===== src/rtl/day_counter.sv =====
// Day-of-month stage of the calendar clock: advances on end-of-day or a day-button
// press, wraps at the month length, clamps stale days, and carries into the month stage.
module day_counter #(
  parameter int YEAR_W    = 7,
  parameter int RESET_DAY = 1
) (
  input  logic              sig_1Hz,
  input  logic              reset,
  input  logic              end_day,
  input  logic              day_b,
  input  logic [3:0]        month,
  input  logic [YEAR_W-1:0] year,
  output logic [4:0]        day_o,
  output logic              end_month,
  output logic [4:0]        last_day
);

  localparam logic [4:0] RESET_DAY_V = 5'(RESET_DAY);

  logic [4:0] day;
  logic [4:0] day_nxt;
  logic       btn_q;
  logic       run_q;
  logic       btn_rise;
  logic       inc;

  always_comb begin
    last_day = 5'd31;
    case (month)
      4'd4, 4'd6, 4'd9, 4'd11: last_day = 5'd30;
      4'd2:                    last_day = (year[1:0] == 2'b00) ? 5'd29 : 5'd28;
      default:                 last_day = 5'd31;
    endcase
  end

  // run_q masks the first clock after reset release, so a press held through
  // reset (history cleared to 0) is not mistaken for a fresh press.
  assign btn_rise = day_b & ~btn_q & run_q;
  assign inc      = end_day | btn_rise;

  always_comb begin
    day_nxt = day;
    if (inc && (day >= last_day)) begin
      day_nxt = 5'd1;
    end else if (inc) begin
      day_nxt = day + 5'd1;
    end else if (day > last_day) begin
      day_nxt = last_day;
    end
  end

  always_ff @(posedge sig_1Hz) begin
    if (!reset) begin
      day   <= RESET_DAY_V;
      btn_q <= 1'b0;
      run_q <= 1'b0;
    end else begin
      day   <= day_nxt;
      btn_q <= day_b;
      run_q <= 1'b1;
    end
  end

  assign end_month = end_day & (day == last_day);
  assign day_o     = day;

endmodule


===== config.mk =====
export PLATFORM = sky130hd
export DESIGN_NAME = day_counter
export DESIGN_NICKNAME = d
export VERILOG_FILES = /design/src/rtl/day_counter.sv
export SDC_FILE = /design/constraint.sdc
export NUM_CORES = 1
export LEC_CHECK = 0
export BUFFER_PORTS_ARGS = -buffer_cell sky130_fd_sc_hd__buf_2
export CORE_UTILIZATION = 35
export CTS_BUF_LIST = sky130_fd_sc_hd__clkbuf_8 sky130_fd_sc_hd__clkbuf_16
export CTS_CLUSTER_DIAMETER = 40
export DETAILED_ROUTE_END_ITERATION = 12
export PLACE_DENSITY = 0.64
export SETUP_SLACK_MARGIN = 0.15
export SLEW_MARGIN = 20
export SYNTH_ARGS = -nofsm -noshare
export SYNTH_HDL_FRONTEND = slang
export SYNTH_SLANG_ARGS = --single-unit

===== constraint.sdc =====
create_clock -name sig_1Hz -period 4.5 [get_ports sig_1Hz]
set_clock_uncertainty 0.1 [all_clocks]
set_input_delay 1.35 -clock sig_1Hz [delete_from_list [all_inputs] [get_ports sig_1Hz]]
set_output_delay 1.35 -clock sig_1Hz [all_outputs]
set_load 0.02 [all_outputs]

# [Word-level counts from Yosys, hierarchy flattened]
# Cells that the tools add are included.
[totals] out_inout_bits=11 word_cells=28 regBits=7
[op_classes] n_reduce_logical=5 n_addsub=1 n_eq_ne=6 order_cmp=2 bitwise_logic=6 mux=5
[op_table] op="$mux 5" count=2
[op_table] op="$eq 4x3->1 const B" count=2
[op_table] op="$eq 4x4->1 const B" count=2
[op_table] op="$add 5x1->5 const B" count=1
[op_table] op="$eq 5x5->1" count=1
[op_table] op="$ge 5x5->1" count=1
[op_table] op="$gt 5x5->1" count=1
[op_table] op="$eq 4x2->1 const B" count=1
[op_table] op="$pmux 2 s2" count=1
[op_table] op="$reduce_or 4->1" count=1
[op_table] op="$and 1x1->1" count=3
[op_table] op="$logic_not 2->1" count=1
[op_table] op="$mux 1" count=2
[op_table] op="$not 1->1" count=2
[op_table] op="$reduce_bool 2->1" count=1
[op_table] op="$reduce_or 2->1" count=1
[op_table] op="$logic_and 1x1->1" count=1
[op_table] op="$or 1x1->1" count=1

# [Logic depth before layout (Yosys ltp)]
# Gate-level depths: netlist (run 1).
[depth] word_depth=6 mapped_depth=7 depth_no_buf=7

# [Least setup slack after synthesis (run 1)]
# No wires, ideal clock.
[synth_timing] kind="input port to output port" start="input year[1]" end="output end_month" path_stages=5 n_path_buf=0 path_slack_ns=0.228 arrival_ns=2.822 path_cell_list="o21a_1 -> a211oi_1 -> ha_1 -> nand3_1 -> nor2_1"
[synth_via] elab_chain_len=5
[synth_rtl] item="start, declared" line_no="12" rtl="input logic [YEAR_W-1:0] year,"
[synth_rtl] item="$logic_not 2->1" line_no="31" rtl="4'd2: last_day = (year[1:0] == 2'b00) ? 5'd29 : 5'd28;"
[synth_rtl] item="$mux 1" line_no="31"
[synth_rtl] item="$pmux 2 s2" line_no="29" rtl="case (month)"
[synth_rtl] item="named net last_day[0]" line_no="15" rtl="output logic [4:0] last_day"
[synth_rtl] item="$eq 5x5->1" line_no="64" rtl="assign end_month = end_day & (day == last_day);"
[synth_rtl] item="$and 1x1->1" line_no="64"
[synth_rtl] item="end, declared" line_no="14" rtl="output logic end_month,"
# The timed path passes the listed nets, and every way through them passes these cells.

# [Worst setup path after layout (run 1)]
[layout_timing] start="input year[1]" end="output end_month"
[layout_via] elab_chain_len=5
[layout_rtl] item="$logic_not 2->1" line_no="31"
[layout_rtl] item="$mux 1" line_no="31"
[layout_rtl] item="$pmux 2 s2" line_no="29"
[layout_rtl] item="$eq 5x5->1" line_no="64"
[layout_rtl] item="$and 1x1->1" line_no="64"
# No other way between the ends.

==> results of run 1 <==
[per-stage QoR]
stage,cells,setup WS [ns]
after detailed placement,89,0.401
after floorplan,60,0.228
final,93,0.397
after CTS,93,0.397
after global routing,93,0.283
after global placement,89,0.410
[layer usage]
| metal | wire length, µm | up-vias | global-route usage, % |
|---|---|---|---|
| li1 | - | 258 | - |
| met1 | 463 | 221 | 16.2 |
| met2 | 525 | 20 | 29.4 |
| met3 | 51 | 0 | 6.82 |
| met4 | 0 | 0 | 2.59 |
| met5 | 0 | - | 0 |
[registers in the layout, summed over array words and instances (netlist names)]
name   cells
btn_q      1
run_q      1
day_o      5
[how the worst max path moves through the flow]
stage,slack (ns),cells past startpoint,end
2_1_floorplan,0.23,5,end_month
3_3_place_gp,0.41,7,end_month
3_5_place_dp,0.40,7,end_month
4_1_cts,0.40,7,end_month
5_1_grt,0.28,6,end_month
6_report,0.40,7,end_month
[synth_stat cells (2+ instances only)]
master and instances:
a21oi_1 3, a211oi_1 2, nand3_1 3, inv_1 4
dfxtp_1 7, buf_4 3, nand2b_1 3, o21a_1 2
o21ai_0 3, and2_1 2, ha_1 3, nand2_1 2
nor2_1 3
[kinds of logic after synthesis]
group	Yosys count
compound gates	19
mux	1
other cells	1
flops	7
simple gates	20
buf+inv	7
fa+ha+maj	3
[critical path, cell delays in order]
cell	delay (ns)
buf_2	0.10
o21a_1	0.17
a211oi_1	0.42
ha_1	0.34
nand3_1	0.09
nor2_1	0.04
buf_2	0.15
[area by class of cell]
cell class | instances | area (µm²)
clock buffers | 3 | 41.3
clock inverters | 1 | 3.75
fillers | 139 | 682
inverters | 4 | 15.0
multi-input cells | 46 | 332
flip-flops and latches | 7 | 140
well taps | 15 | 18.8
repair buffers | 17 | 85.1
[cell usage in the layout, fill, tap and decap left out, types with 3 or more instances in the layout]
cell type / n
nand2b_1: 3
ha_1: 3
a21oi_1: 3
dfxtp_1: 7
inv_1: 5
conb_1: 3
nand3_1: 3
o21ai_0: 3
clkbuf_8: 3
nor2_1: 3
buf_2: 17
[power groups by stage]
stage	Combinational [mW]	Sequential (mW)	Clock (mW)
3_3_place_gp	0.0429	0.0721	0
6_report	0.0435	0.0711	0.0862
2_1_floorplan	0.0282	0.0746	0
5_1_grt	0.0489	0.0716	0.0922
4_1_cts	0.0439	0.0711	0.0892
3_5_place_dp	0.0437	0.0722	0
==> metrics.sh, run 1 <==
OUTCOME='completed'
GRT_START_MAX_NET_PINS=9
SYN_AVG_CELL_AREA_UM2=8.65
GRT-OVFL-TOTAL=0
ANTENNA_LEFT=0
MAIN_SYNTH_FF_TYPE='dfxtp_1'
CTS_TREE='done'
TRITONCTS.NUM_BUFFERS=3
LAYOUT_WORST_PATH_CYCLE_SHARE_PCT=91.2
NETLIST_AREA_UM2=502
PLACE_HPWL_UM=829
ROUTE.FINAL.WIRE_LENGTH_MM=1.04
WORST_HOLD_STARTPOINT='day_o[4]$_SDFFE_PP0P_'
LEVEL_COUNT_OF_THE_CLOCK_H_TREE=1
PORT-BUFFER-COUNT=17
SEQPWRFRAC_PCT=35.4
YOSYS.AREA_SHARE.ADDER_PCT=7.48
VDD_DROP_MAX_mV=0.148
SYNTH_COMPOUND_AREA_SHARE_PCT=28.2
PLACE_CONGESTION=0.760
CRITICALPATHCATEGORY='in -> out'
POWER_uW=201
P_LEAK_nW=0.285
POSTSYNTHREGISTERBITS=7
NETLIST_INSTANCES=58
SWITCHING_SHARE_OF_POWER_PCT=28.8
CORE_AREA_MM2=0.00132
NUMBER_OF_ITERATIONS_IN_THE_FIRST_DETAILED_ROUTING_PASS=4
MAIN_COMBINATIONAL_CELL_FAMILY_BY_AREA_AFTER_SYNTHESIS='compound AO/OA/AOI/OAI gates'
WORST-R2R-CELL-COUNT=6
SYNTH-WARNING-COUNT=0
POST_SYNTH_MAIN_AREA_CONTRIBUTORS='dfxtp_1 (28%), ha_1 (7.5%), buf_4 (4.5%), nand2b_1 (3.7%), nand3_4 (3.5%)'
DETAILEDROUTE.FIRSTITERATIONVIOLATIONS=5
HOLD_BUFS_AT_CTS=0
CRITICAL_PATH_PEAK_FANOUT=3
POST_DRT_WL_PER_CELL_UM=11.2
SYNTH_ENABLE_FLOP_CELLS=0
RR_ENDPOINT='day_o[3]$_SDFFE_PP0P_'
ANTENNA-DIODE-COUNT=0
CTS-ROOT-BUF='clkbuf_8'
WORSTSKEWPAIRLATENCY_NS=0.23
DRIVE_ABOVE_1_SHARE_PCT=30.8
SYNTH_XOR_AREA_SHARE_PCT=0
TOTALNEGATIVESETUPSLACK_NS=0
POWER.SHARE.COMBINATIONAL_PCT=21.7
DIE_H_UM=39.9
CLOCK_POWER_SHARE_PCT=42.9
CRITPATHARRIVALTIME_NS=2.65
CRITICAL_PATH.ENDPOINT_TYPE='primary output'
CTS_REPAIR_RESIZE_COUNT=0
CP-START-KIND='input pin'
FINAL_PERIOD_DEMAND_OF_THE_WORST_PATH_NS=4.10
ROUTED-VIA-COUNT=499
CRIT_START='year[1]'
POSTLAYOUTCELLAREA_UM2=636
TIMING.RR.START='day_o[0]$_SDFFE_PP1P_'
FINAL-SETUP-VIOL-COUNT=0
CP_DATA_REQUIRED_TIME_NS=3.05
MAX_CLOCK_FREQ_GHz=0.244
ASYNCSETRESETFLOPFRACSYNTH_PCT=0
HOLD_CLASS='reg -> reg'
VIAS_IN_THE_FIRST_GLOBAL_ROUTE=443
AREA_FRACTION_IN_AND_OR_NAND_AND_NOR_CELLS_AFTER_SYNTHESIS_PCT=26.2
SYNTH.YOSYS.SEQ_AREA_SHARE_PCT=27.9
CLK_PIN_SLEW_NS=0.04
POSTLAYOUTCOREUTIL_PCT=48.2
CLOCK_SINK_COUNT=7
ROUTE.DETAILED.VIAS_PER_INST=5.37
MAXSLEWVIOLCOUNT=0
PLACED_AREA_UM2=591
RSZ0062_AT_GRT='no'
WORSTHOLDENDPOINT='day_o[4]$_SDFFE_PP0P_'
NET-SWITCHING-POWER_uW=57.9
GRT_ANTENNA_BEFORE_REPAIR=0
DIE_AREA_MM2=0.00159
INTPOWER_uW=143
REGTOREGSETUPSLACK_NS=2.66
DESIGN.PORTCOUNT=26
AREA_GROWTH_SYN_TO_LAYOUT_PCT=26.7
LAYOUT.NETS=97
CLOCK_TREE.BUFFER_DEPTH=2
SYNTH.DISTINCT_CELLS=31
POSTCTSSETUPBUFFERS=0
FIRST_PASS_GRT_WIRE_LENGTH_MM=1.67
CORE.ROWCOUNT=13
POWER_DENSITY_mW_PER_MM2=316
DIEWIDTH_UM=39.9
MUXSHAREOFSYNTHAREA_PCT=2.00
FLOORPLAN.INITIALDENSITY_PCT=38.1
DRC=0
HOLD_WS_NS=0.482
HOLD_PATH_DEPTH=2
TIMING_HOLD_VIOLATIONS_FINAL=0
GR-USAGE-ALL-LAYERS_PCT=15.9
MAX_CAPACITANCE_VIOLATION_TOTAL=0
YOSYSTOPAREACELLSHARE_PCT=27.9
SYNTH_AREA_LEADER_CELL='dfxtp_1'
No activity file was read; power rests on OpenSTA's default activity.
==> run 2: changes to the inputs <==
--- a/config.mk
+++ b/config.mk
@@ -6,11 +6,13 @@
 export NUM_CORES = 1
 export LEC_CHECK = 0
 export BUFFER_PORTS_ARGS = -buffer_cell sky130_fd_sc_hd__buf_2
-export CORE_UTILIZATION = 35
+export CAP_MARGIN = 20
+export CORE_AREA = 2 2 39 41
 export CTS_BUF_LIST = sky130_fd_sc_hd__clkbuf_8 sky130_fd_sc_hd__clkbuf_16
 export CTS_CLUSTER_DIAMETER = 40
 export DETAILED_ROUTE_END_ITERATION = 12
-export PLACE_DENSITY = 0.64
+export DIE_AREA = 0 0 41 43
+export PLACE_DENSITY = 0.69
 export SETUP_SLACK_MARGIN = 0.15
 export SLEW_MARGIN = 20
 export SYNTH_ARGS = -nofsm -noshare
==> run 2 against run 1 <==
Compared with the run above: worst hold slack gained 0.026 ns; sequential share of layout area fell by 0.30 points; final cell count increased by 2.2%; critical path depth down 1; via count is 3.6% higher; setup slack improved by 0.15 ns; combinational power up 3%; die area is 11% higher; maximum frequency increased by 3.7%; largest cell class unchanged; largest power group unchanged.
==> metrics.sh, run 2 (synthesis results as in run 1) <==
OUTCOME='completed'
POWER_DENSITY_mW_PER_MM2=318
HOLD_BUFS_AT_CTS=0
CP_DATA_REQUIRED_TIME_NS=3.05
TRITONCTS.NUM_BUFFERS=3
WORSTSKEWPAIRLATENCY_NS=0.23
ANTENNA_LEFT=0
HOLD_WS_NS=0.509
MAX_CLOCK_FREQ_GHz=0.253
DIEWIDTH_UM=41
AREA_GROWTH_SYN_TO_LAYOUT_PCT=28.4
PLACE_CONGESTION=0.706
CRITICAL_PATH.ENDPOINT_TYPE='primary output'
POSTCTSSETUPBUFFERS=0
LAYOUT_WORST_PATH_CYCLE_SHARE_PCT=87.9
CTS-ROOT-BUF='clkbuf_8'
LEVEL_COUNT_OF_THE_CLOCK_H_TREE=1
DIE_AREA_MM2=0.00176
FINISH.CELL_COUNT_WITHOUT_FILLERS=95
FLOORPLAN.INITIALDENSITY_PCT=36.3
VIAS_IN_THE_FIRST_GLOBAL_ROUTE=481
DRC=0
CLOCK_SINK_COUNT=7
FINAL-SETUP-VIOL-COUNT=0
DP_CELLS=91
CTS_REPAIR_RESIZE_COUNT=0
CRITICAL_PATH_PEAK_FANOUT=4
TIMING_HOLD_VIOLATIONS_FINAL=0
HOLD_CLASS='reg -> reg'
ROUTE.DETAILED.VIAS_PER_INST=5.44
LARGEST_REGISTER_FFS=5
PORT-BUFFER-COUNT=17
VDD_DROP_MAX_mV=0.125
GRT_ANTENNA_BEFORE_REPAIR=0
TOTALNEGATIVESETUPSLACK_NS=0
GRT-OVFL-TOTAL=0
PLACE_HPWL_UM=811
DRIVE_ABOVE_1_SHARE_PCT=31.6
CLK_PIN_SLEW_NS=0.04
MAXSLEWVIOLCOUNT=0
MAX_CAPACITANCE_VIOLATION_TOTAL=0
ROUTED-VIA-COUNT=517
CRITICALPATHCATEGORY='in -> out'
FINAL_PERIOD_DEMAND_OF_THE_WORST_PATH_NS=3.96
PRE_CTS_SLACK_NS=0.535
RSZ0062_AT_GRT='no'
CTS_TREE='done'
TIMING.FINAL.WS_SETUP_NS=0.544
DIE_H_UM=43
CORE_AREA_MM2=0.00138
DESIGN.PORTCOUNT=26
CLOCK_TREE.BUFFER_DEPTH=2
GRT_START_MAX_NET_PINS=9
GR-USAGE-ALL-LAYERS_PCT=15.5
LAYOUT.NETS=98
DETAILEDROUTE.FIRSTITERATIONVIOLATIONS=12
FILLER_CELL_COUNT=138
MOSTFREQUENTLAYOUTCELLS='buf_2 (17), dfxtp_1 (7), inv_1 (5)'
ANTENNA-DIODE-COUNT=0
CORE.ROWCOUNT=14
CP-START-KIND='input pin'
ROUTE.FINAL.WIRE_LENGTH_MM=1.11
CRITPATHARRIVALTIME_NS=2.51
P_LEAK_nW=0.290
NUMBER_OF_ITERATIONS_IN_THE_FIRST_DETAILED_ROUTING_PASS=4
POST_DRT_WL_PER_CELL_UM=11.7
FIRST_PASS_GRT_WIRE_LENGTH_MM=1.89
FINAL_COMMON_CELL='buf_2'
==> run 2: changes by cell type in the layout (fill, tap and decap cells not counted), sizes merged <==
cell,delta
buf,+1
==> run 2: worst max-delay path, cell delays in order <==
cell	delay, ns
buf_2	0.12
nor4b_1	0.40
ha_1	0.35
nand3_1	0.10
nor2_1	0.04
buf_2	0.15
==> run 2: where the power goes <==
group          internal, mW  switching, mW
Clock                0.0592         0.0299
Combinational        0.0186         0.0263
Sequential           0.0662        0.00474
Total                 0.144         0.0609
==> run 2: worst paths after layout <==
| path | from | to | slack [ns] | depth (start not counted) |
|---|---|---|---|---|
| max | month[0] | end_month | 0.54 | 6 |
| min | day_o[4]$_SDFFE_PP0P_ | day_o[4]$_SDFFE_PP0P_ | 0.51 | 2 |
| max reg2reg | day_o[0]$_SDFFE_PP1P_ | day_o[4]$_SDFFE_PP0P_ | 2.68 | 6 |
| min reg2reg | day_o[4]$_SDFFE_PP0P_ | day_o[4]$_SDFFE_PP0P_ | 0.51 | 2 |
==> run 2: cell type report <==
class | instances | area [µm²] | area share [%]
Clock buffer | 3 | 41.3 | 6.41
Clock inverter | 1 | 3.75 | 0.583
Inverter | 4 | 15.0 | 2.33
Multi-Input combinational cell | 46 | 332 | 51.5
Sequential cell | 7 | 140 | 21.7
Tap cell | 16 | 20.0 | 3.11
Timing Repair Buffer | 18 | 92.6 | 14.4
==> run 2: layer usage <==
| layer | routed length (µm) | vias up | share of wire [%] | track usage (%) |
|---|---|---|---|---|
| li1 | - | 254 | - | - |
| met1 | 506 | 240 | 46 | 18.1 |
| met2 | 512 | 21 | 46 | 25.0 |
| met3 | 76 | 2 | 6.9 | 3.14 |
| met4 | 11 | 0 | 0.99 | 8.00 |
| met5 | 0 | - | 0 | 0 |
==> run 2: stage by stage <==
| step | cell area (µm²) | total power [mW] | utilization, % |
|---|---|---|---|
| 2_1_floorplan | 509 | 0.103 | - |
| 3_3_place_gp | 599 | 0.116 | 43.3 |
| 5_1_grt | 644 | 0.217 | 46.6 |
| 4_1_cts | 644 | 0.207 | 46.6 |
| 3_5_place_dp | 599 | 0.116 | 43.3 |
| 6_report | 644 | 0.205 | 46.6 |
